==> config.mk <==
export PLATFORM = sky130hd
export DESIGN_NAME = rr_lock_arb
export DESIGN_NICKNAME = d
export VERILOG_FILES = /design/src/rtl/arb_pkg.sv /design/src/rtl/lsb_onehot.sv /design/src/rtl/rr_lock_arb.sv
export SDC_FILE = /design/constraint.sdc
export NUM_CORES = 1
export LEC_CHECK = 0
export ABC_AREA = 1
export CORE_MARGIN = 2
export CORE_UTILIZATION = 45
export CTS_BUF_LIST = sky130_fd_sc_hd__clkbuf_4 sky130_fd_sc_hd__clkbuf_8
export CTS_CLUSTER_SIZE = 14
export DETAILED_ROUTE_END_ITERATION = 8
export PLACE_DENSITY = 0.68
export SYNTH_ARGS = -nofsm -noshare
export SYNTH_HDL_FRONTEND = slang
export SYNTH_SLANG_ARGS = --single-unit
==> constraint.sdc <==
create_clock -name clk -period 2.5 [get_ports clk]
set_input_delay 0.5 -clock clk [delete_from_list [all_inputs] [get_ports clk]]
set_output_delay 0.5 -clock clk [all_outputs]
set_load 0.02 [all_outputs]
==> src/rtl/arb_pkg.sv <==
// arb_pkg: shared types and helpers for the round-robin lock arbiter.
package arb_pkg;

    typedef enum logic {ARB_IDLE, ARB_OWNED} arb_state_t;

    function automatic int onehot2idx(input logic [31:0] oh);
        int idx;
        idx = 0;
        for (int i = 0; i < 32; i++)
            if (oh[i]) idx |= i;
        return idx;
    endfunction

endpackage

==> src/rtl/lsb_onehot.sv <==
// lsb_onehot: isolates the lowest set bit of x as a one-hot vector (zero in, zero out).
module lsb_onehot #(
    parameter int W = 4
) (
    input  logic [W-1:0] x,
    output logic [W-1:0] y
);
    assign y = x & ~(x - W'(1));
endmodule

==> src/rtl/rr_lock_arb.sv <==
// rr_lock_arb: round-robin arbiter whose registered grant stays with its owner
// until the owner drops req or MAX_HOLD cycles elapse.
module rr_lock_arb
    import arb_pkg::*;
#(
    parameter  int N        = 4,
    parameter  int MAX_HOLD = 8,
    localparam int IDW      = $clog2(N)
) (
    input  logic           clk,
    input  logic           rst_n,
    input  logic [N-1:0]   req,
    output logic [N-1:0]   gnt,
    output logic           gnt_vld,
    output logic [IDW-1:0] gnt_id,
    output logic           hold_timeout
);
    localparam int HW = (MAX_HOLD > 0) ? $clog2(MAX_HOLD + 1) : 1;

    arb_state_t     state_q, state_d;
    logic [N-1:0]   gnt_q, gnt_d, mask_q, mask_d;
    logic           gnt_vld_q, gnt_vld_d, hold_timeout_q, hold_timeout_d;
    logic [IDW-1:0] gnt_id_q, gnt_id_d;
    logic [HW-1:0]  hold_cnt_q, hold_cnt_d;
    logic [N-1:0]   win_masked, win_any, win;
    logic           owner_req, limit_hit;

    lsb_onehot #(.W(N)) u_lsb_masked (.x(req & mask_q), .y(win_masked));
    lsb_onehot #(.W(N)) u_lsb_any    (.x(req),          .y(win_any));

    always_comb begin
        win            = (|win_masked) ? win_masked : win_any;
        owner_req      = req[gnt_id_q];
        limit_hit      = (MAX_HOLD != 0) && (hold_cnt_q == HW'(MAX_HOLD - 1));
        state_d        = state_q;
        gnt_d          = gnt_q;
        gnt_vld_d      = gnt_vld_q;
        gnt_id_d       = gnt_id_q;
        mask_d         = mask_q;
        hold_cnt_d     = hold_cnt_q;
        hold_timeout_d = 1'b0;
        if (state_q == ARB_IDLE) begin
            if (|req) begin
                state_d    = ARB_OWNED;
                gnt_d      = win;
                gnt_vld_d  = 1'b1;
                gnt_id_d   = IDW'(onehot2idx(32'(win)));
                hold_cnt_d = '0;
            end
        end else if (!owner_req || limit_hit) begin
            // Next search starts strictly above the releasing owner; owner N-1 wraps to an empty mask.
            state_d        = ARB_IDLE;
            gnt_d          = '0;
            gnt_vld_d      = 1'b0;
            mask_d         = ~((gnt_q << 1) - N'(1));
            hold_timeout_d = owner_req;
        end else begin
            hold_cnt_d = hold_cnt_q + HW'(1);
        end
    end

    always_ff @(posedge clk or negedge rst_n) begin
        if (!rst_n) begin
            state_q        <= ARB_IDLE;
            gnt_q          <= '0;
            gnt_vld_q      <= 1'b0;
            gnt_id_q       <= '0;
            mask_q         <= '1;
            hold_cnt_q     <= '0;
            hold_timeout_q <= 1'b0;
        end else begin
            state_q        <= state_d;
            gnt_q          <= gnt_d;
            gnt_vld_q      <= gnt_vld_d;
            gnt_id_q       <= gnt_id_d;
            mask_q         <= mask_d;
            hold_cnt_q     <= hold_cnt_d;
            hold_timeout_q <= hold_timeout_d;
        end
    end

    assign gnt          = gnt_q;
    assign gnt_vld      = gnt_vld_q;
    assign gnt_id       = gnt_id_q;
    assign hold_timeout = hold_timeout_q;

endmodule

==> run_results.csv <==
group,metric,value,unit
critical_path,worstSetupPathType,"reg2out",
logic_synthesis,yosysTopAreaCell,"dfrtp_1",
critical_path,critPathArrivalTime,1.34,ns
min_path,holdPathEnd,"mask_q[0]",
critical_path,crit_chain,"clkdlybuf4s50_1",
logic_synthesis,syn-num-nets,126,
critical_path,path_buf_inv,1,
finish,final_area,0.00112,mm^2
sta,period_needed,1.84,ns
sta,setup_slack,0.658,ns
power,p_per_area,1170,mW/mm^2
finish,final_common_cell,"nand2_1",
critical_path,cpMaxStageDelayCell,"clkdlybuf4s50_1",
cts,holdBufCountCts,0,
cts,clk_path_buf_depth,2,
critical_path,startpoint,"gnt_id[1]",
critical_path,reg2regPathDepth,7,
cts,post_cts_resize_count,0,
place,dpl_cell_area,0.00109,mm^2
finish,nets,141,
critical_path,regToRegStartpoint,"hold_cnt_q[0]",
critical_path,r2r_setup_slack,1.10,ns
floorplanning,boundaryPins,14,
floorplanning,rows,16,
floorplanning,start_util,47.9,%
critical_path,crit_fanout,4,
place,place_congestion,0.805,
sta,fmax,0.543,GHz
sta,slew_headroom,51.7,%
cts,cts_buffers,3,
cts,post-cts-setup-buffer-count,0,
finish,final_util,56.3,%
min_path,hold_depth,2,
place,port_buffers,13,
critical_path,cpPeakStageDelay,0.63,ns
detailed_routing,wl,1830,um
logic_synthesis,ys_warn_count,0,
power,power,1.31,mW
grt,grt_pass1_wl,3550,um
logic_synthesis,synthTopCellsByArea,"dfrtp_1, nand2_1, dfstp_2, nand3_1, inv_1",
detailed_routing,firstDrtPassIters,4,
place,place_ws,0.620,ns
cts,clock-root-buffer,"clkbuf_4",
sta,setup_viol,0,
place,dp_hpwl,1380,um
sta,fin_skew,0.00600,ns
critical_path,cp_top_family,"buffers and inverters",
sta,rsz0062_at_grt,"false",
sta,period_share,73.7,%
sta,max_slew.worst_pin.slew,0.722,ns
cts,clock_latency,0.29,ns
grt,grt_usage,18.9,%
detailed_routing,via_per_inst,5.08,
sta,setup-tns-final,0,ns
grt,grt_pass1_vias,824,
grt,grt_start_max_net_pins,18,
cts,htree_levels,1,
floorplanning,die_w,49.9,um
logic_synthesis,yosysTopAreaCellShare,34.3,%
critical_path,cp-start-kind,"flip-flop",
finish,drive_gt1_share,13.6,%
logic_synthesis,netlist_instances,118,
detailed_routing,wl_per_cell,11.5,um
sta,hold_viol,0,
grt,grt.overflow.total,0,
detailed_routing,antenna_left,0,
finish,area_delta_synth_final,17.5,%
floorplanning,die_h,49.9,um
power,leakage,0.574,nW
logic_synthesis,yosysSeqAreaShare,45.3,%
critical_path,r2r_end,"mask_q[2]",
flow_run,cap_violations,0,
floorplanning,die_area,0.00249,mm^2
floorplanning,coreArea,0.00198,mm^2
grt,antenna_found_initial,0,
detailed_routing,drt_iter0_drc,20,
cts,tritoncts,"built",
detailed_routing,vias,807,
finish,final_cell_mix,"nand2_1, nand3_1, inv_1",
logic_synthesis,ys_ff_latch,17,
detailed_routing,route.detailed.drc,0,
logic_synthesis,syn_area,950,um^2
status,status,"finished, final reports clean",
min_path,holdCritStartpoint,"mask_q[0]",
power,irDropWorstVdd,626,uV
min_path,hold_path.class,"reg2reg",
critical_path,end_kind,"output pin",
finish,diodes,0,
logic_synthesis,synth_cell_types,19,
cts,cts_sinks,17,
cts,clkTransAtPathRegs,0.10,ns
critical_path,worst_ep_required_time,2.00,ns
logic_synthesis,postSynthAreaPerCell,8.05,um^2
sta,drv_slew,0,
state kept, by name, indices dropped and copies added (netlist names):
signal	count
gnt	4
hold_cnt_q	4
mask_q	4
gnt_id	2
gnt_vld	1
hold_timeout	1
state_q	1
metal layers:
| metal | part of all wire [%] | GRT usage (%) |
|---|---|---|
| met5 | 0 | 0 |
| met2 | 42 | 27.6 |
| met4 | 2.2 | 10.6 |
| met3 | 5.2 | 2.12 |
| met1 | 51 | 27.1 |
where the power goes:
part	switching, mW	leakage (nW)	internal [mW]
logic	0.395	0.348	0.256
clock network	0.0844	0.0184	0.0729
registers	0.103	0.208	0.398
cell usage after synthesis (all sizes together):
cell	instances
buf	3
dfrtp	13
dfstp	4
ha	2
inv	15
nand2	38
nand3	24
nand4	6
nor2	7
nor3	1
o211ai	1
o21ai	3
xor2	1
through the flow:
step,hold WS [ns],std cells
final,0.476,159
after global routing,0.497,159
after CTS,0.479,159
after detailed placement,0.465,155
after global placement,0.460,155
after floorplan,0.204,118
logic make-up (layout without fill, tap and decap cells):
| family | Yosys count | after routing | share of synthesized area [%] |
|---|---|---|---|
| simple gates | 76 | 76 | 38.3 |
| buf+inv | 18 | 32 | 8.83 |
| flops | 17 | 17 | 45.3 |
| compound gates | 4 | 4 | 3.95 |
| fa+ha+maj | 2 | 2 | 2.63 |
| xor+xnor | 1 | 1 | 0.922 |
how the worst max path moves through the flow:
stage	endpoint	slack, ns	cells after the start
floorplan	gnt[2]	1.30	7
global placement	gnt[0]	0.64	6
detailed placement	gnt[0]	0.62	6
CTS	gnt_id[0]	0.65	1
global route	gnt_id[0]	0.60	1
finish	gnt_id[1]	0.66	1
area by class of cell:
cell class                      count  area (um^2)
Timing Repair Buffer               13          130
Multi-Input combinational cell     83          435
Tap cell                           27         33.8
Clock buffer                        4         30.0
Fill cell                         173          866
Sequential cell                    17          430
Inverter                           15         56.3
Note: power is estimated with default switching activity, not from simulation.
